### config.mk
export PLATFORM = sky130hd
export DESIGN_NAME = axi4lite_slave_regfile
export DESIGN_NICKNAME = d
export VERILOG_FILES = /design/src/rtl/axi4lite_pkg.sv /design/src/rtl/axi4lite_regbank.sv /design/src/rtl/axi4lite_slave_regfile.sv
export SDC_FILE = /design/constraint.sdc
export NUM_CORES = 1
export LEC_CHECK = 0
export BUFFER_PORTS_ARGS = -buffer_cell sky130_fd_sc_hd__buf_2
export CAP_MARGIN = 20
export CORE_MARGIN = 2
export CORE_UTILIZATION = 64
export DETAILED_ROUTE_END_ITERATION = 7
export PLACE_DENSITY = 0.86
export SLEW_MARGIN = 20
export SYNTH_ARGS = -nofsm -noshare
export SYNTH_HDL_FRONTEND = slang
export SYNTH_SLANG_ARGS = --single-unit
### constraint.sdc
create_clock -name ACLK -period 4.31 [get_ports ACLK]
set_clock_uncertainty 0.05 [all_clocks]
set_input_delay 0.2155 -clock ACLK [delete_from_list [all_inputs] [get_ports ACLK]]
set_output_delay 0.2155 -clock ACLK [all_outputs]
set_load 0.05 [all_outputs]
### src/rtl/axi4lite_pkg.sv
// Shared types and default sizing for the AXI4-Lite register-file slave.
package axi4lite_pkg;

    localparam int DEF_ADDR_WIDTH = 32;
    localparam int DEF_DATA_WIDTH = 32;
    localparam int DEF_NUM_REGS   = 8;

    typedef enum logic [1:0] {
        RESP_OKAY   = 2'b00,
        RESP_SLVERR = 2'b10
    } resp_t;

    typedef enum logic {
        W_IDLE = 1'b0,
        W_RESP = 1'b1
    } wr_state_t;

    typedef enum logic {
        R_IDLE = 1'b0,
        R_DATA = 1'b1
    } rd_state_t;

endpackage

### src/rtl/axi4lite_regbank.sv
// NUM_REGS x DATA_WIDTH register storage: byte-strobed synchronous write,
// asynchronous read, and per-port range flags derived from the word index.
module axi4lite_regbank
    import axi4lite_pkg::*;
#(
    parameter int ADDR_WIDTH = DEF_ADDR_WIDTH,
    parameter int DATA_WIDTH = DEF_DATA_WIDTH,
    parameter int NUM_REGS   = DEF_NUM_REGS,
    localparam int STRB_WIDTH = DATA_WIDTH / 8
) (
    input  logic                  clk,
    input  logic                  rst_n,
    input  logic                  wr_en,
    input  logic [ADDR_WIDTH-3:0] wr_idx,
    input  logic [DATA_WIDTH-1:0] wr_data,
    input  logic [STRB_WIDTH-1:0] wr_strb,
    output logic                  wr_in_range,
    input  logic [ADDR_WIDTH-3:0] rd_idx,
    output logic [DATA_WIDTH-1:0] rd_data,
    output logic                  rd_in_range
);

    localparam int IDX_W = ADDR_WIDTH - 2;
    localparam int SEL_W = (NUM_REGS > 1) ? $clog2(NUM_REGS) : 1;
    localparam logic [IDX_W-1:0] REG_COUNT = IDX_W'(NUM_REGS);

    logic [DATA_WIDTH-1:0] regs [NUM_REGS];
    logic [SEL_W-1:0]      wr_sel;
    logic [SEL_W-1:0]      rd_sel;

    assign wr_in_range = (wr_idx < REG_COUNT);
    assign rd_in_range = (rd_idx < REG_COUNT);
    assign wr_sel      = wr_idx[SEL_W-1:0];
    assign rd_sel      = rd_idx[SEL_W-1:0];

    // Out-of-range reads return zero rather than an aliased register.
    assign rd_data = rd_in_range ? regs[rd_sel] : '0;

    always_ff @(posedge clk) begin
        if (!rst_n) begin
            for (int i = 0; i < NUM_REGS; i++) begin
                regs[i] <= '0;
            end
        end else if (wr_en && wr_in_range) begin
            for (int b = 0; b < STRB_WIDTH; b++) begin
                if (wr_strb[b]) begin
                    regs[wr_sel][b*8 +: 8] <= wr_data[b*8 +: 8];
                end
            end
        end
    end

endmodule

### src/rtl/axi4lite_slave_regfile.sv
// AXI4-Lite slave over a small register bank with independent write and read
// channel FSMs; out-of-range word indices answer SLVERR.
module axi4lite_slave_regfile
    import axi4lite_pkg::*;
#(
    parameter int ADDR_WIDTH = DEF_ADDR_WIDTH,
    parameter int DATA_WIDTH = DEF_DATA_WIDTH,
    parameter int NUM_REGS   = DEF_NUM_REGS,
    localparam int STRB_WIDTH = DATA_WIDTH / 8
) (
    input  logic                  ACLK,
    input  logic                  ARESETN,
    input  logic [ADDR_WIDTH-1:0] AWADDR,
    input  logic                  AWVALID,
    output logic                  AWREADY,
    input  logic [DATA_WIDTH-1:0] WDATA,
    input  logic [STRB_WIDTH-1:0] WSTRB,
    input  logic                  WVALID,
    output logic                  WREADY,
    output logic [1:0]            BRESP,
    output logic                  BVALID,
    input  logic                  BREADY,
    input  logic [ADDR_WIDTH-1:0] ARADDR,
    input  logic                  ARVALID,
    output logic                  ARREADY,
    output logic [DATA_WIDTH-1:0] RDATA,
    output logic [1:0]            RRESP,
    output logic                  RVALID,
    input  logic                  RREADY,
    output logic [1:0]            dbg_state
);

    // Handshakes: a beat transfers on the rising edge where VALID && READY.
    // READY here depends only on registered state, never on VALID; once a
    // response VALID is raised, it and its payload hold until the handshake.

    wr_state_t wr_state, wr_state_next;
    rd_state_t rd_state, rd_state_next;

    logic                  aw_held, w_held;
    logic [ADDR_WIDTH-3:0] aw_idx_q;
    logic [DATA_WIDTH-1:0] w_data_q;
    logic [STRB_WIDTH-1:0] w_strb_q;
    resp_t                 bresp_q;
    logic [DATA_WIDTH-1:0] rdata_q;
    resp_t                 rresp_q;

    logic                  aw_fire, w_fire, ar_fire, wr_commit;
    logic [ADDR_WIDTH-3:0] wr_idx;
    logic [DATA_WIDTH-1:0] wr_data;
    logic [STRB_WIDTH-1:0] wr_strb;
    logic                  wr_in_range;
    logic [DATA_WIDTH-1:0] rd_data;
    logic                  rd_in_range;
    logic                  unused_addr_lsbs;

    assign unused_addr_lsbs = ^{AWADDR[1:0], ARADDR[1:0]};

    assign aw_fire = AWVALID && AWREADY;
    assign w_fire  = WVALID && WREADY;
    assign ar_fire = ARVALID && ARREADY;

    // The later of the two beats may be in flight this cycle, so merge the
    // latched copy with the live bus when picking what to commit.
    assign wr_commit = (wr_state == W_IDLE) && (aw_held || aw_fire) && (w_held || w_fire);
    assign wr_idx    = aw_held ? aw_idx_q : AWADDR[ADDR_WIDTH-1:2];
    assign wr_data   = w_held ? w_data_q : WDATA;
    assign wr_strb   = w_held ? w_strb_q : WSTRB;

    axi4lite_regbank #(
        .ADDR_WIDTH (ADDR_WIDTH),
        .DATA_WIDTH (DATA_WIDTH),
        .NUM_REGS   (NUM_REGS)
    ) u_regbank (
        .clk         (ACLK),
        .rst_n       (ARESETN),
        .wr_en       (wr_commit),
        .wr_idx      (wr_idx),
        .wr_data     (wr_data),
        .wr_strb     (wr_strb),
        .wr_in_range (wr_in_range),
        .rd_idx      (ARADDR[ADDR_WIDTH-1:2]),
        .rd_data     (rd_data),
        .rd_in_range (rd_in_range)
    );

    // State registers for both channels.
    always_ff @(posedge ACLK) begin
        if (!ARESETN) begin
            wr_state <= W_IDLE;
            rd_state <= R_IDLE;
        end else begin
            wr_state <= wr_state_next;
            rd_state <= rd_state_next;
        end
    end

    always_comb begin
        wr_state_next = wr_state;
        case (wr_state)
            W_IDLE: if (wr_commit) wr_state_next = W_RESP;
            W_RESP: if (BREADY)    wr_state_next = W_IDLE;
        endcase
    end

    always_comb begin
        rd_state_next = rd_state;
        case (rd_state)
            R_IDLE: if (ar_fire) rd_state_next = R_DATA;
            R_DATA: if (RREADY)  rd_state_next = R_IDLE;
        endcase
    end

    always_comb begin
        AWREADY = 1'b0;
        WREADY  = 1'b0;
        BVALID  = 1'b0;
        case (wr_state)
            W_IDLE: begin
                AWREADY = !aw_held;
                WREADY  = !w_held;
            end
            W_RESP: BVALID = 1'b1;
        endcase
    end

    always_comb begin
        ARREADY = 1'b0;
        RVALID  = 1'b0;
        case (rd_state)
            R_IDLE: ARREADY = 1'b1;
            R_DATA: RVALID  = 1'b1;
        endcase
    end

    // Beat latches and registered response payloads.
    always_ff @(posedge ACLK) begin
        if (!ARESETN) begin
            aw_held  <= 1'b0;
            w_held   <= 1'b0;
            aw_idx_q <= '0;
            w_data_q <= '0;
            w_strb_q <= '0;
            bresp_q  <= RESP_OKAY;
            rdata_q  <= '0;
            rresp_q  <= RESP_OKAY;
        end else begin
            if (wr_commit) begin
                aw_held <= 1'b0;
                w_held  <= 1'b0;
                bresp_q <= wr_in_range ? RESP_OKAY : RESP_SLVERR;
            end else begin
                if (aw_fire) begin
                    aw_held  <= 1'b1;
                    aw_idx_q <= AWADDR[ADDR_WIDTH-1:2];
                end
                if (w_fire) begin
                    w_held   <= 1'b1;
                    w_data_q <= WDATA;
                    w_strb_q <= WSTRB;
                end
            end
            // The bank read is combinational, so a same-edge write is not yet visible.
            if (ar_fire) begin
                rdata_q <= rd_data;
                rresp_q <= rd_in_range ? RESP_OKAY : RESP_SLVERR;
            end
        end
    end

    assign BRESP     = bresp_q;
    assign RDATA     = rdata_q;
    assign RRESP     = rresp_q;
    assign dbg_state = {wr_state, rd_state};

endmodule
Yosys cells after proc, flatten, opt, wreduce, memory -nomap -nowiden

Memories as Yosys holds them, arrays and structs flattened.
Index checks and enable logic that the tools add are counted.

Word-level logic and storage cells: 68
RAM bits: 256
Memory bits (read-only): 0
Bits in latches: 0
Register bits after elaboration: 106
Memories: 1

$lt $le $gt $ge: 2
Bitwise logic cells: 4
Multipliers: 0
Shift operators: 0
Divide/modulo/power cells: 0
Mux-type cells: 37
$add $sub $neg: 0
Reduce and logical (&&, ||, !) cells: 14
Equal/unequal tests: 0

Memory list:

| name           | words | width | read ports | clocked after Yosys merged registers in | write ports | line                   | text |
|---|---|---|---|---|---|---|---|
| u_regbank.regs | 8     | 32    | 1          | 0                                       | 8           | axi4lite_regbank.sv:27 | `logic [DATA_WIDTH-1:0] regs [NUM_REGS];` |

Operators with widths:

| kind                  | count |
|---|---|
| $mux W32              | 3 |
| $lt A30 B4 Y1 const B | 2 |
| $reduce_or A32 Y1     | 1 |
| $mux W30              | 1 |
| $mux W1               | 26 |
| $mux W4               | 2 |
| $logic_and A1 B1 Y1   | 6 |
| $mux W2               | 2 |
| $not A1 Y1            | 4 |
| $pmux W1 S2           | 2 |
| $reduce_and A2 Y1     | 2 |
| $mux W3               | 1 |
| $logic_not A1 Y1      | 2 |
| $logic_or A1 B1 Y1    | 2 |
| $reduce_or A2 Y1      | 1 |

Longest topological paths before layout

Gate-level depths: netlist of the first run.

Depth in word-level cells: 12
Depth in mapped cells: 8
Gate-level depth less buffers: 5

Hierarchy

A second synthesis of the first run with hierarchy kept.

Cell total of the unflattened synthesis: 1372
Area, all modules: 16997.6 sq um

By module, submodules not included:

| module                 | area each (sq um) | sequential area each (sq um) | instances | cells each |
|---|---|---|---|---|
| axi4lite_regbank       | 12114.1           | 7687.4                       | 1         | 838 |
| axi4lite_slave_regfile | 4883.4            | 2082.0                       | 1         | 534 |

Worst setup path after synthesis of the first run

No wires, ideal clock.

Path type: flip-flop to flip-flop
Start: register wr_state
End: memory u_regbank.regs[0][24] (netlist name) (enable)
Arrival: 2.072 ns
Required time: 3.876 ns
Setup time: 0.384 ns
Stages on the path, launching flop included: 5
Setup slack: 1.804 ns
Cell sequence: dfxtp_1 -> or3_1 -> a21oi_1 -> o2111ai_1 -> o21ai_0

RTL lines:

| element                | line                         | text |
|---|---|---|
| start, declared        | axi4lite_slave_regfile.sv:37 | `wr_state_t wr_state, wr_state_next;` |
| start signal, assigned | axi4lite_slave_regfile.sv:93 | `wr_state <= wr_state_next;` |
| end, declared          | axi4lite_regbank.sv:27       |  |

==> out/metrics.cfg, run 1 <==
[pwr]
power_density_mw_per_mm2=406
p_leak_nw=6.61
power.total_mw=7.66
vdd_drop_max_mv=0.325

[routing]
routed_wl_um=41600
routed.top_layer=met5
vias=11900
drc_errors=0
drt-met1-wl_um=14800
ant_nets=0
wl_met2_um=20500
vias_per_cell=6.31
dr_wl_met3_um=5140
drt_iter0_drc=1650
drtPass1Iterations=6
post_drt_wl_per_cell_um=22.1

[synth]
synth_top_cell_area_share=0.480
netlist_top_cells_area=edfxtp_1, dfxtp_1, mux4_2
async_flop_share=0
synth_cells=1366
synth-main-ff-cell=edfxtp_1
yosys_register_bits=360
synth.distinct_cells=42
avgSynthCellArea_um2=11.7
synth_enable_flop_cells=256
synth-seq-area-share=0.609
synth_area_mm2=0.0160
yosys_warnings=0
yosys.area.top_type=edfxtp_1

[global_route]
grtUsageTotal=0.323
antenna_found_initial=4
grt_max_degree=92
overflow=0
grt_pass1_wl_um=65000
grt_pass1_vias=11800

[floorplanning]
die-width_um=162
die_h_um=162
rows=57
die_area_mm2=0.0263
ioPinCount=150
initial_core_util=0.655
core_area_mm2=0.0245

[final_layout]
syn2layout_area_growth_pct=17.5
mostFrequentLayoutCells=nor2_1, edfxtp_1, nand2_1
final_nets=1642
final_common_cell=nor2_1
final_cell_count_no_fill=1885
drive_gt1_frac=0.224

[status]
status=finished, final reports clean

[worst_setup_path]
cp-end-kind=register
cp_slowest_cell=o21ai_0
crit_type=reg -> reg
path_cells=nor4_1 -> nand4_1 -> a22oi_1 -> o211ai_1 -> o21ai_0 -> buf_4
cp_max_fo=16
required_ps=4490
arrival_ps=3680
max_stage_delay_ps=710
start_kind=register

[sta]
rsz0062_at_grt=no
fin_crit_sh=0.813
finalHoldViolations=0
worst_pin_slew_ps=1030
drv_slew=0
period_needed_ps=3500
slew_headroom=0.310
setup_viol=0
tns_ps=0
max_freq_mhz=285

[cts]
clk_pin_slew_ps=60
ctsResizeCount=0
cts_setup_buffers=0
cts_tree=yes
clock-root-buffer=clkbuf_16
clock_latency_ps=520
htree_num_levels=2
clock-sinks=360
clock_path_buffers=3
cts_made_buffers=37
postCtsHoldBufs=71

[worst_hold_path]
hold_class=in -> reg

[placement]
port_buffers=143
hpwl_um=25400
place.gp.congestion=0.830
dp.cells=1748

[flow_run]
maxCapViolCount=0

==> path summary, 6_finish.rpt <==
kind	from	to	slack [ps]	cells past startpoint
max	aw_held	u_regbank.regs[6][7]	810	6
max reg2reg	aw_held	u_regbank.regs[6][7]	810	6
min reg2reg	aw_idx_q[4]	aw_idx_q[4]	410	2
min	ARADDR[2]	RDATA[17]	10	5
==> cell type report <==
type,count,area [um^2]
flip-flops and latches,360,9770
multi-input cells,867,5670
fillers,1356,5620
repair buffers,261,1800
clock buffers,45,988
well taps,324,405
clock inverters,19,173
inverters,8,30.0
diodes,1,2.50
==> sequential cells by signal (all words and copies together) (netlist names) <==
signal          flops
w_data_q           32
aw_idx_q           30
RRESP               1
u_regbank.regs    256
wr_state            1
BRESP               1
w_held              1
rd_state            1
w_strb_q            4
aw_held             1
RDATA              32
==> where the power goes <==
part / internal [mW] / switching [mW]
clock network: 1.81 / 1.30
registers: 3.81 / 0.0575
logic: 0.288 / 0.391
total: 5.91 / 1.75
==> routing by layer <==
metal,vias to the layer above,track usage
li1,5190,-
met1,5684,0.429
met2,892,0.544
met3,131,0.0684
met4,4,0.0949
met5,-,0
==> worst max-delay path, delay by kind of cell, from the launching register on <==
kind | cells | cell delay (ps)
AO/OA/AOI/OAI | 3 | 1640
buffers and inverters | 1 | 260
flip-flops | 1 | 470
AND/OR/NAND/NOR | 2 | 790
==> cell usage after synthesis, types with 2 or more instances <==
cell type,n
a21boi_0,66
a21oi_1,3
a22o_1,31
a22oi_1,34
and2_1,7
and3b_1,2
buf_1,2
buf_2,39
buf_4,4
buf_6,3
clkbuf_1,84
dfxtp_1,104
edfxtp_1,256
inv_1,8
mux2_2,31
mux4_2,64
nand2_1,195
nand2b_1,7
nand3_1,2
nand3b_1,3
nand4_1,3
nor2_1,268
nor2b_1,37
nor3_1,5
nor4_1,15
nor4b_1,2
o211ai_1,3
o21ai_0,36
o22ai_1,6
or2_2,2
or3_1,33
==> cell families (layout without fill, tap and decap cells) <==
kind of cell / count (synthesis) / after routing / synth area share
buf+inv: 140 / 333 / 0.0382
flops: 360 / 360 / 0.609
compound gates: 186 / 186 / 0.0839
simple gates: 584 / 584 / 0.157
other cells: 1 / 3 / 0.000234
mux: 95 / 95 / 0.112
==> through the flow <==
step                instance area [um^2]  utilization  setup slack (ps)  hold WS, ps
finish                             18800        0.770               807         14.9
global route                       18800        0.770               612         47.2
CTS                                18800        0.769               956        0.681
detailed placement                 17000        0.693              1000          408
global placement                   16900        0.693              1130          397
floorplan                          16000            -              1800          303
Note: power is estimated with default switching activity, not from simulation.
==> run 2, diff against run 1 <==
--- a/config.mk
+++ b/config.mk
@@ -8,9 +8,9 @@
 export BUFFER_PORTS_ARGS = -buffer_cell sky130_fd_sc_hd__buf_2
 export CAP_MARGIN = 20
 export CORE_MARGIN = 2
-export CORE_UTILIZATION = 64
+export CORE_UTILIZATION = 59
 export DETAILED_ROUTE_END_ITERATION = 7
-export PLACE_DENSITY = 0.86
+export PLACE_DENSITY = 0.8
 export SLEW_MARGIN = 20
 export SYNTH_ARGS = -nofsm -noshare
 export SYNTH_HDL_FRONTEND = slang
==> constraint.sdc (replaced) <==
create_clock -name ACLK -period 3.7 [get_ports ACLK]
set_clock_uncertainty 0.05 [all_clocks]
set_input_delay 0.185 -clock ACLK [delete_from_list [all_inputs] [get_ports ACLK]]
set_output_delay 0.185 -clock ACLK [all_outputs]
set_load 0.05 [all_outputs]
==> run 2 against run 1 <==
Compared with the run above:
- largest power group unchanged
- routed wire length down 7.5%
- register-to-register slack better by 90 ps
- maximum frequency up 25%
- non-clock buffer count up 6
- core utilization down 6.3 points
- global-route usage down 4.9 points
==> out/metrics.cfg, run 2 (same netlist as run 1, synthesis figures left out) <==
[cts]
cts_tree=yes  ; unchanged
clock_latency_ps=520  ; about the same
clock-sinks=360  ; unchanged
cts_made_buffers=36  ; was 37
clock_path_buffers=3  ; unchanged
clock-root-buffer=clkbuf_16  ; unchanged
htree_num_levels=2  ; unchanged
clk_pin_slew_ps=60  ; about the same
ctsResizeCount=0  ; unchanged

[global_route]
grt_pass1_wl_um=61000  ; was 65,000 um
overflow=0  ; unchanged
grt_pass1_vias=11200  ; was 11.8k
grtUsageTotal=0.274  ; was 0.323
grt_max_degree=99  ; was 92
antenna_found_initial=1  ; was 4

[worst_setup_path]
arrival_ps=3090  ; was 3680 ps
crit_type=reg -> reg  ; unchanged
r2r_cells=5  ; was 6
required_ps=3990  ; was 4490 ps
crit_top_cell=nor2_1
path_cells=nor2_1 -> or3_1 -> a21oi_4 -> or3b_1 -> nor2_1  ; was nor4_1 -> nand4_1 -> a22oi_1 -> o211ai_1 -> o21ai_0 -> buf_4
cp_max_fo=32  ; was 16
r2r_start=w_held  ; was aw_held
startpoint=w_held  ; was aw_held
max_stage_delay_ps=810  ; was 710 ps
start_kind=register  ; unchanged
cp-end-kind=register  ; unchanged
cp_slowest_cell=or3b_1  ; was o21ai_0

[pwr]
power_density_mw_per_mm2=469  ; was 406 mW/mm^2
vdd_drop_max_mv=0.351  ; was 0.325 mV
power.total_mw=8.89  ; was 7.66 mW
p_leak_nw=6.64  ; was 6.61 nW

[routing]
ant_nets=0  ; unchanged
vias=11600  ; was 11.9k
post_drt_wl_per_cell_um=20.2  ; was 22.1 um
drt_iter0_drc=1372  ; was 1,650
drtPass1Iterations=8  ; was 6
drc_errors=0  ; unchanged
vias_per_cell=6.07  ; was 6.31
routed_wl_um=38500  ; was 41,600 um

[worst_hold_path]
hold_path_depth=6  ; was 5
hold_class=in -> reg  ; unchanged
worstHoldStart=ARADDR[23]  ; was ARADDR[2]

[floorplanning]
rows=60  ; was 57
die-width_um=169  ; was 162 um
initial_core_util=0.598  ; was 0.655
core_area_mm2=0.0268  ; was 0.0245 mm^2
die_h_um=169  ; was 162 um
die_area_mm2=0.0285  ; was 0.0263 mm^2
ioPinCount=150  ; unchanged

[placement]
port_buffers=143  ; unchanged
dp_slack_ps=1020  ; was 1000 ps
dpl_cell_area_mm2=0.0170  ; about the same
place.gp.congestion=0.864  ; was 0.830
dp.cells=1768  ; was 1,748
hpwl_um=24600  ; was 25,400 um

[sta]
hold_slack_ps=286  ; was 14.9 ps
worst_pin_slew_ps=1070  ; was 1030 ps
rsz0062_at_grt=no  ; unchanged
drv_slew=0  ; unchanged
slew_headroom=0.284  ; was 0.310
finalHoldViolations=0  ; unchanged
period_needed_ps=2810  ; was 3500 ps
tns_ps=0  ; unchanged
setup_viol=0  ; unchanged
max_freq_mhz=356  ; was 285 MHz
setup_ws_ps=894  ; was 807 ps
fin_crit_sh=0.758  ; was 0.813

[final_layout]
top_register=u_regbank.regs  ; unchanged
final_nets=1647  ; was 1,642
mostFrequentLayoutCells=nor2_1, edfxtp_1, nand2_1  ; unchanged
nFillCells=1677  ; was 1,356
final_cell_count_no_fill=1907  ; was 1,885
largest_reg_flops=256  ; unchanged
final_cell_area_mm2=0.0189  ; was 0.0188 mm^2
fin_util=0.707  ; was 0.770
final_common_cell=nor2_1  ; unchanged
antennaDiodeCount=0  ; was 1
syn2layout_area_growth_pct=18.2  ; was 17.5%
drive_gt1_frac=0.221  ; was 0.224

[flow_run]
maxCapViolCount=0  ; unchanged

[status]
status=finished, final reports clean  ; unchanged

run 2: changes by cell type in the layout (fill, tap and decap cells not counted), sizes merged, moves of 2 or more:
cell,change
inv,+2
clkbuf,-2
buf,+5
clkinv,-2
run 2: cell type report:
cell class	count	area [um^2]	area share
timing repair buffer	267	1900	0.101
clock buffer	43	948	0.0501
clock inverter	21	204	0.0108
tap	341	427	0.0225
sequential	360	9770	0.516
inverter	8	30.0	0.00158
multi-input combinational	867	5660	0.299
run 2: path summary, 6_finish.rpt:
kind	to	slack, ps
setup / recovery	u_regbank.regs[2][5]	890
hold / removal	RRESP[1]	290
setup reg to reg	u_regbank.regs[2][5]	890
hold reg to reg	w_strb_q[1]	410
run 2: report_power, final:
group          leakage [nW]  internal (mW)  total [mW]  switching [mW]
clock network         0.563           2.11        3.61            1.50
logic                  2.59          0.343       0.785           0.442
registers              3.49           4.44        4.50          0.0622
run 2: layer usage:
| layer | up-vias | global-route usage | share of wire |
|---|---|---|---|
| met3 | 85 | 0.0461 | 0.10 |
| met2 | 743 | 0.439 | 0.48 |
| met1 | 5558 | 0.395 | 0.40 |
| met4 | 2 | 0.0712 | 0.023 |
| met5 | - | 0 | 0.00034 |
| li1 | 5191 | - | - |
run 2: repair_timing:
| item | in CTS | in global routing |
|---|---|---|
| hold buffers | 72 | 0 |
| setup buffers | 0 | 0 |
| hold endpoints to repair | 71 | 0 |
run 2: worst max-delay path: cells and delay by family, from the launching register on:
| kind | cells | cell delay [ps] |
|---|---|---|
| simple gates | 4 | 1640 |
| flops | 1 | 620 |
| compound gates | 1 | 320 |
==> run 3, diff against run 2 <==
--- a/config.mk
+++ b/config.mk
@@ -8,9 +8,9 @@
 export BUFFER_PORTS_ARGS = -buffer_cell sky130_fd_sc_hd__buf_2
 export CAP_MARGIN = 20
 export CORE_MARGIN = 2
-export CORE_UTILIZATION = 59
+export CORE_UTILIZATION = 54
 export DETAILED_ROUTE_END_ITERATION = 7
-export PLACE_DENSITY = 0.8
+export PLACE_DENSITY = 0.78
 export SLEW_MARGIN = 20
 export SYNTH_ARGS = -nofsm -noshare
 export SYNTH_HDL_FRONTEND = slang
==> constraint.sdc (replaced) <==
create_clock -name ACLK -period 2.3 [get_ports ACLK]
set_clock_uncertainty 0.05 [all_clocks]
set_input_delay 0.115 -clock ACLK [delete_from_list [all_inputs] [get_ports ACLK]]
set_output_delay 0.115 -clock ACLK [all_outputs]
set_load 0.05 [all_outputs]
==> run 3 against run 2 <==
Compared with the run above:
- the run now ends with setup timing left
- routed wire length grew 2.6%
- first-iteration DRC count shrank 28%
- sequential power grew 61%
- cell area grew 3.7%
- total power increased by 67%
- die area is 9.0% higher
- count of clock-buffer cells in the layout up 2
- clock power increased by 73%
- register-to-register slack lost 850 ps
- critical endpoint is now u_regbank.regs[0][5]
- largest cell class unchanged
- largest power group unchanged
==> out/metrics.cfg, run 3 (same netlist as run 1, synthesis figures left out) <==
[status]
status=finished, violations left  ; was finished, final reports clean
violations=setup timing

[global_route]
grtUsageTotal=0.255  ; was 0.274
grt_pass1_vias=11600  ; was 11.2k
antenna_found_initial=0  ; was 1
grt_pass1_wl_um=61700  ; was 61,000 um
overflow=0  ; unchanged
grt_max_degree=42  ; was 99

[routing]
drt_iter0_drc=994  ; was 1,372
drc_errors=0  ; unchanged
vias_per_cell=5.74  ; was 6.07
ant_nets=0  ; unchanged
drtPass1Iterations=5  ; was 8
post_drt_wl_per_cell_um=19.8  ; was 20.2 um
vias=11500  ; was 11.6k
routed_wl_um=39500  ; was 38,500 um

[worst_setup_path]
r2r_cells=7  ; was 5
start_kind=primary input  ; was register
max_stage_delay_ps=550  ; was 810 ps
cp-end-kind=register  ; unchanged
cp_max_fo=32  ; unchanged
path_cells=dlygate4sd3_1 -> buf_2 -> nor4_1 -> nand2_1 -> and2_1 -> buf_12 -> or3_1 -> nor2_1  ; was nor2_1 -> or3_1 -> a21oi_4 -> or3b_1 -> nor2_1
cp_slowest_cell=dlygate4sd3_1  ; was or3b_1
crit_type=in -> reg  ; was reg -> reg
required_ps=2620  ; was 3990 ps
arrival_ps=2640  ; was 3090 ps

[placement]
hpwl_um=25500  ; was 24,600 um
port_buffers=143  ; unchanged
place.gp.congestion=0.806  ; was 0.864
dp.cells=1855  ; was 1,768

[sta]
setup_ws_ps=-24.4  ; was 894 ps
finalHoldViolations=0  ; unchanged
rsz0062_at_grt=yes  ; was no
setup_viol=2  ; was 0
worst_pin_slew_ps=650  ; was 1070 ps
slew_headroom=0.565  ; was 0.284
drv_slew=0  ; unchanged
period_needed_ps=2320
fin_crit_sh=1.01
max_freq_mhz=430
tns_ps=-40.5  ; was 0 ps

[final_layout]
final_cell_count_no_fill=1998  ; was 1,907
seqCellArea_mm2=0.00977  ; about the same
antennaDiodeCount=0  ; unchanged
top_register=u_regbank.regs  ; unchanged
multiInputGateArea_mm2=0.00580  ; was 0.00566 mm^2
mostFrequentLayoutCells=nor2_1, edfxtp_1, nand2_1  ; unchanged
nFillCells=2005  ; was 1,677
syn2layout_area_growth_pct=22.6  ; was 18.2%
largest_reg_flops=256  ; unchanged
drive_gt1_frac=0.253  ; was 0.221
final_common_cell=nor2_1  ; unchanged
final_nets=1686  ; was 1,647

[cts]
clock-sinks=360  ; unchanged
clock-root-buffer=clkbuf_16  ; unchanged
cts_made_buffers=38  ; was 36
htree_num_levels=2  ; unchanged
clock_path_buffers=3  ; unchanged
cts_tree=yes  ; unchanged
clock_latency_ps=530  ; was 520 ps
clk_pin_slew_ps=60  ; about the same

[pwr]
clock_power_share=0.421  ; was 0.406
p_leak_nw=6.94  ; was 6.64 nW
power_density_mw_per_mm2=757  ; was 469 mW/mm^2
combPwrFrac=0.093  ; was 0.088
power.share.sequential=0.486  ; was 0.506
netSwitchingFraction=0.225  ; about the same
switching_power_mw=3.34  ; was 2.00 mW
p_int_mw=11.5  ; was 6.89 mW
vdd_drop_max_mv=0.553  ; was 0.351 mV

[floorplanning]
rows=63  ; was 60
core_area_mm2=0.0294  ; was 0.0268 mm^2
initial_core_util=0.545  ; was 0.598
ioPinCount=150  ; unchanged
die-width_um=176  ; was 169 um
die_h_um=176  ; was 169 um
die_area_mm2=0.0311  ; was 0.0285 mm^2

[flow_run]
maxCapViolCount=0  ; unchanged

[worst_hold_path]
hold_path_depth=6  ; unchanged
hold_class=in -> reg  ; unchanged

-- run 3: changes by cell type in the layout (fill, tap and decap cells not counted), sizes merged --
cell and change:
clkinvlp +1, clkinv +1, dlygate4sd3 +1, clkbuf +2
buf +36, bufinv +1
-- run 3: repair_timing --
| action | CTS | global route |
|---|---|---|
| resized for setup | 6 | 26 |
| buffers inserted | 0 | 1 |
| hold buffers | 73 | 0 |
| endpoints found under the setup margin | 84 | 360 |
| pin swaps | 2 | 7 |
| hold endpoints to repair | 72 | 0 |
-- run 3: power groups by stage --
stage | clock network [mW] | registers (mW) | logic, mW
after global placement | 0 | 7.34 | 1.20
after CTS | 6.31 | 7.23 | 1.33
after floorplan | 0 | 7.35 | 0.746
after global routing | 6.56 | 7.25 | 1.48
after detailed placement | 0 | 7.36 | 1.22
final | 6.26 | 7.24 | 1.38
-- run 3: worst max-delay path: cells and delay by family --
family,cells,cell delay (ps)
and+or+nand+nor,5,1660
buffers and inverters,3,860
-- run 3: path summary, 6_finish.rpt --
kind	from	to	slack, ps
hold reg to reg	w_data_q[1]	w_data_q[1]	410
setup / recovery	AWADDR[16]	u_regbank.regs[0][5]	-20
setup reg to reg	aw_held	u_regbank.regs[0][5]	40
hold / removal	ARADDR[23]	RRESP[1]	200
-- run 3: area by class of cell --
type,instances,area share
flip-flops and latches,360,0.497
multi-input cells,867,0.295
repair buffers,304,0.116
clock buffers,45,0.0523
well taps,390,0.0248
clock inverters,24,0.0128
inverters,8,0.00153
-- run 3: per-layer routing --
| layer | vias up | part of all wire | GRT usage |
|---|---|---|---|
| li1 | 5276 | - | - |
| met1 | 5506 | 0.39 | 0.339 |
| met2 | 617 | 0.49 | 0.433 |
| met3 | 77 | 0.091 | 0.0489 |
| met4 | 0 | 0.023 | 0.0716 |
| met5 | - | 0 | 0 |
-- run 3: metrics by stage --
stage / power [mW] / hold slack [ps] / cell area, um^2 / util / worst slack [ps]
final: 14.9 / 198 / 19700 / 0.668 / -24.4
after global routing: 15.3 / 240 / 19700 / 0.668 / -148
after CTS: 14.9 / 185 / 19500 / 0.664 / 11.1
after detailed placement: 8.59 / 318 / 17500 / 0.595 / -79.8
after global placement: 8.55 / 311 / 17500 / 0.595 / 17.9
after floorplan: 8.10 / 203 / 16000 / - / -206
